`src/rtl/line_code_pkg.sv`:
```
// Shared line-code definitions for the bit-level coder and receiver paths.
package line_code_pkg;

  localparam logic [1:0] CODE_ZERO = 2'b01;
  localparam logic [1:0] CODE_ONE  = 2'b10;

  typedef enum logic {
    COLLECT = 1'b0,
    HOLD    = 1'b1
  } rx_state_t;

endpackage

```
`src/rtl/code_symbol_check.sv`:
```
// Combinational decode of one 2-bit line-code symbol into a data bit and a
// validity flag. Equal bit pairs (00/11) are never produced by the coder.
module code_symbol_check (
  input  logic [1:0] code,
  output logic       bit_o,
  output logic       invalid_o
);

  assign bit_o     = code[1];
  assign invalid_o = (code[0] == code[1]);

endmodule

```
`src/rtl/code_word_receiver.sv`:
```
// Assembles checked line-code symbols LSB-first into words on a valid/ready
// output, and reports invalid symbols with position and saturating count.
module code_word_receiver
  import line_code_pkg::*;
#(
  parameter int WORD_W = 23,
  parameter int CNT_W  = 8,
  parameter int POS_W  = $clog2(WORD_W)
) (
  input  logic              clk_i,
  input  logic              rst_ni,
  input  logic [1:0]        code_i,
  input  logic              code_valid_i,
  output logic              code_ready_o,
  output logic [WORD_W-1:0] word_o,
  output logic              word_valid_o,
  input  logic              word_ready_i,
  output logic              error_o,
  output logic [POS_W-1:0]  err_pos_o,
  output logic [CNT_W-1:0]  err_cnt_o
);

  rx_state_t         r_state;
  rx_state_t         w_state_next;
  logic [POS_W-1:0]  r_bit_cnt;
  logic [WORD_W-1:0] r_asm;
  logic [WORD_W-1:0] w_asm_next;
  logic [WORD_W-1:0] r_word;
  logic              r_error;
  logic [POS_W-1:0]  r_err_pos;
  logic [CNT_W-1:0]  r_err_cnt;
  logic              w_bit;
  logic              w_invalid;
  logic              w_accept;
  logic              w_last;

  code_symbol_check u_check (
    .code      (code_i),
    .bit_o     (w_bit),
    .invalid_o (w_invalid)
  );

  assign w_accept = code_valid_i && (r_state == COLLECT);
  assign w_last   = (r_bit_cnt == POS_W'(WORD_W - 1));

  always_comb begin
    w_asm_next = r_asm;
    for (int i = 0; i < WORD_W; i++) begin
      if (r_bit_cnt == POS_W'(i)) w_asm_next[i] = w_bit;
    end
  end

  always_ff @(posedge clk_i or negedge rst_ni) begin
    if (!rst_ni) r_state <= COLLECT;
    else         r_state <= w_state_next;
  end

  always_comb begin
    w_state_next = r_state;
    case (r_state)
      COLLECT: if (w_accept && !w_invalid && w_last) w_state_next = HOLD;
      HOLD:    if (word_ready_i) w_state_next = COLLECT;
      default: w_state_next = COLLECT;
    endcase
  end

  // Stale bits in r_asm are harmless: every position is rewritten before
  // the word completes, since any abort restarts at bit 0.
  always_ff @(posedge clk_i or negedge rst_ni) begin
    if (!rst_ni) begin
      r_bit_cnt <= '0;
      r_asm     <= '0;
      r_word    <= '0;
      r_error   <= 1'b0;
      r_err_pos <= '0;
      r_err_cnt <= '0;
    end else begin
      r_error <= 1'b0;
      if (w_accept) begin
        if (w_invalid) begin
          r_error   <= 1'b1;
          r_err_pos <= r_bit_cnt;
          r_bit_cnt <= '0;
          if (r_err_cnt != {CNT_W{1'b1}}) r_err_cnt <= r_err_cnt + 1'b1;
        end else begin
          r_asm <= w_asm_next;
          if (w_last) begin
            r_bit_cnt <= '0;
            r_word    <= w_asm_next;
          end else begin
            r_bit_cnt <= r_bit_cnt + 1'b1;
          end
        end
      end
    end
  end

  assign code_ready_o = (r_state == COLLECT);
  assign word_valid_o = (r_state == HOLD);
  assign word_o       = r_word;
  assign error_o      = r_error;
  assign err_pos_o    = r_err_pos;
  assign err_cnt_o    = r_err_cnt;

endmodule

```
`config.mk`:
```
export PLATFORM = sky130hd
export DESIGN_NAME = code_word_receiver
export DESIGN_NICKNAME = d
export VERILOG_FILES = /design/src/rtl/line_code_pkg.sv /design/src/rtl/code_symbol_check.sv /design/src/rtl/code_word_receiver.sv
export SDC_FILE = /design/constraint.sdc
export NUM_CORES = 1
export LEC_CHECK = 0
export ABC_AREA = 1
export CORE_MARGIN = 4
export CORE_UTILIZATION = 58
export DETAILED_ROUTE_END_ITERATION = 10
export PLACE_DENSITY = 0.92
export SLEW_MARGIN = 0
export SYNTH_ARGS = -nofsm -noshare
export SYNTH_HDL_FRONTEND = slang
export SYNTH_SLANG_ARGS = --single-unit
```
`constraint.sdc`:
```
create_clock -name clk_i -period 2.7 [get_ports clk_i]
set_input_delay 0.405 -clock clk_i [delete_from_list [all_inputs] [get_ports clk_i]]
set_output_delay 0.405 -clock clk_i [all_outputs]
set_load 0.02 [all_outputs]
```
==> flow_metrics.env <==
export IMPL_h_tree_depth=3
export IMPL_outcome="finished clean"
export IMPL_port_buffer_count=44
export IMPL_clkPwrFrac=0.322
export IMPL_synthFlopType="dfrtp_1"
export IMPL_required_ps=2300
export IMPL_ys_ff_latch=65
export IMPL_finalHoldViolCount=0
export IMPL_p_per_area_mw_per_mm2=645
export IMPL_cts_hold_buf=0
export IMPL_post_place_ws_ps=584
export IMPL_slew_headroom=0.473
export IMPL_syn_avg_cell_area_um2=7.59
export IMPL_fmax_mhz=544
export IMPL_place_gp_congestion=0.900
export IMPL_cts_root_buf="clkbuf_8"
export IMPL_cts_sinks=65
export IMPL_drtIter0Drc=194
export IMPL_synth_top_area_frac=0.510
export IMPL_p_comb_frac=0.206
export IMPL_first_global_vias=2801
export IMPL_dp_hpwl_mm=5.02
export IMPL_fin_area_mm2=0.00385
export IMPL_core_area_mm2=0.00520
export IMPL_worstSetupStartpointType="flip-flop"
export IMPL_fp_dieW_um=82.2
export IMPL_cp_max_fo=6
export IMPL_synth_area_mm2=0.00319
export IMPL_placedInstanceArea_mm2=0.00366
export IMPL_synthDistinctLibCells=22
export IMPL_ant_nets=0
export IMPL_leakagePower_nw=2.07
export IMPL_ir_drop_mv=0.667
export IMPL_regArea_mm2=0.00163
export IMPL_period_needed_ps=1840
export IMPL_drv_cap=0
export IMPL_drc_errors=0
export IMPL_grt_start_max_net_pins=36
export IMPL_p_seq_frac=0.472
export IMPL_grt_pass1_wl_mm=12.7
export IMPL_clk_insertion_delay_late_ps=340
export IMPL_rows=26
export IMPL_antenna_cells=0
export IMPL_crit_buf_inv=1
export IMPL_max_stage_delay_ps=650
export IMPL_power_mw=2.49
export IMPL_viasPerCell=5.26
export IMPL_finalCritPeriodShare=0.681
export IMPL_ys_async_sr_fraction=1.00
export IMPL_tightest_slew_ps=790
export IMPL_hold_class="primary input to asynchronous set/reset pin"
export IMPL_grtUsageTotal=0.247
export IMPL_setup_worst_path_end_class="primary output"
export IMPL_worst_ep_arrival_time_ps=1430
export IMPL_nets=478
export IMPL_slowest_stage="clkdlybuf4s50_1"
export IMPL_post_cts_buffers=0
export IMPL_path_class="flip-flop to primary output"
export IMPL_setup_tns_ps=0
export IMPL_num_vias=2847
export IMPL_setup_viol=0
export IMPL_finalClockSkew_ps=5.25
export IMPL_drt_first_pass_iters=4
export IMPL_nFillCells=388
export IMPL_cts_tree="yes"
export IMPL_cp_top_family="buffers and inverters"
export IMPL_clk_pin_slew_worst_paths_ps=70
export IMPL_p_int_mw=1.72
export IMPL_cts_buffers=9
export IMPL_io_pins=45
export IMPL_grt_ovfl_total=0
export IMPL_clock_path_buffers=2
export IMPL_ys_top_cells_by_area="dfrtp_1 51%, nand2_1 27%, nand3_1 4.1%"
export IMPL_dp_cells=525
export IMPL_grt_antenna_before_repair=0
export IMPL_area_delta_synth_final_pct=20.8
export IMPL_fin_cells=541
export IMPL_synth_most_common_cell="nand2_1"
export IMPL_swShare=0.309
export IMPL_finalWorstSetupSlack_ps=862
export IMPL_synth_common_cells="229 x nand2_1, 65 x dfrtp_1, 26 x nand3_1"
export IMPL_yosys_warnings=0
export IMPL_initial_core_util=0.613
export IMPL_drive_gt1_frac=0.0764
export IMPL_syn_inst=420
export IMPL_synth_edff_count=0
export IMPL_crit_chain="clkdlybuf4s50_1"
export IMPL_rsz0062_at_grt="no"
export IMPL_postSynthNetCount=432
export IMPL_dieArea_mm2=0.00675
export IMPL_wl_per_cell_um=13.4
export IMPL_totalWireLength_mm=7.23
export IMPL_cts_repair_resized=0
export IMPL_finalMaxSlewViolations=0
export IMPL_synth_seq_area_share=0.510
export IMPL_yosys_area_top_type="dfrtp_1"
export IMPL_p_switching_uw=769
export IMPL_die_h_um=82.2
export IMPL_multiInputGateArea_mm2=0.00137
==> registers in the layout (all words and copies together), names as in the netlist <==
register / cells
r_bit_cnt: 5
err_cnt_o: 8
r_asm: 22
word_valid_o: 1
err_pos_o: 5
word_o: 23
error_o: 1
==> cell type report <==
type	count	share of cell area
sequential	65	0.422
multi-input combinational	313	0.356
timing repair buffer	49	0.123
clock buffer	13	0.0386
inverter	28	0.0273
tap	70	0.0227
clock inverter	3	0.0104
==> worst register-to-register path: stages, from the launching register on <==
cell and delay (ps):
dfrtp_1 450, inv_1 160, ha_1 320, nand3_4 140
nor2_4 480, nand2_1 140, nand2_1 90
==> layout by cell type (no fill, tap or decap) <==
master,synthesis,final
inv_1,19,19
clkinv_2,0,2
ha_1,6,6
xor2_1,1,1
nor3_2,1,1
clkinv_1,1,1
nand3_4,1,1
nor2_1,6,6
nand2_1,229,229
buf_2,8,1
inv_2,8,8
nor2_2,2,2
o21ai_1,12,12
nand3_1,26,26
clkbuf_1,2,3
dfrtp_1,65,65
bufinv_16,0,1
xnor2_1,3,3
nor2_4,2,2
nand4_1,3,3
buf_4,2,5
clkbuf_8,0,10
nand2_2,3,3
clkdlybuf4s50_1,0,43
o21ai_0,18,18
==> logic make-up after synthesis <==
logic type,Yosys count,synth area share
and+or+nand+nor,273,0.349
AOI/OAI and AO/OA,30,0.0471
DFF,65,0.510
adders and majority gates,6,0.0235
buffers and inverters,42,0.0596
xor gates and xnor gates,4,0.0110
==> worst paths after layout <==
kind | slack [ps] | endpoint | from | depth (start not counted)
worst min register to register | 480 | word_o[11] | word_o[11] | 2
worst max-delay path | 860 | err_cnt_o[2] | err_cnt_o[2] | 1
min in group clk_i | 480 | word_o[11] | word_o[11] | 2
max in group asynchronous | 1840 | word_o[3] | rst_ni | 2
worst max register to register | 870 | word_o[17] | r_bit_cnt[0] | 6
worst min-delay path | 150 | r_asm[5] | rst_ni | 1
==> per-layer routing <==
| layer | GRT usage | wire length [um] | vias up |
|---|---|---|---|
| met5 | 0 | 0 | - |
| met4 | 0.106 | 170 | 0 |
| met3 | 0.0553 | 361 | 19 |
| met2 | 0.398 | 3490 | 96 |
| met1 | 0.322 | 3200 | 1333 |
| li1 | - | - | 1399 |
==> power groups by stage <==
stage               clock network [mW]  registers [mW]  logic, mW
floorplan                            0            1.21      0.290
global placement                     0            1.18      0.494
detailed placement                   0            1.19      0.510
CTS                              0.814            1.17      0.513
global route                     0.857            1.19      0.584
finish                           0.801            1.17      0.512
==> through the flow <==
step | hold WS (ps) | util
finish | 146 | 0.740
floorplan | 109 | -
global placement | 455 | 0.704
global route | 199 | 0.740
detailed placement | 463 | 0.704
CTS | 161 | 0.740
No activity file was read; power rests on OpenSTA's default activity.
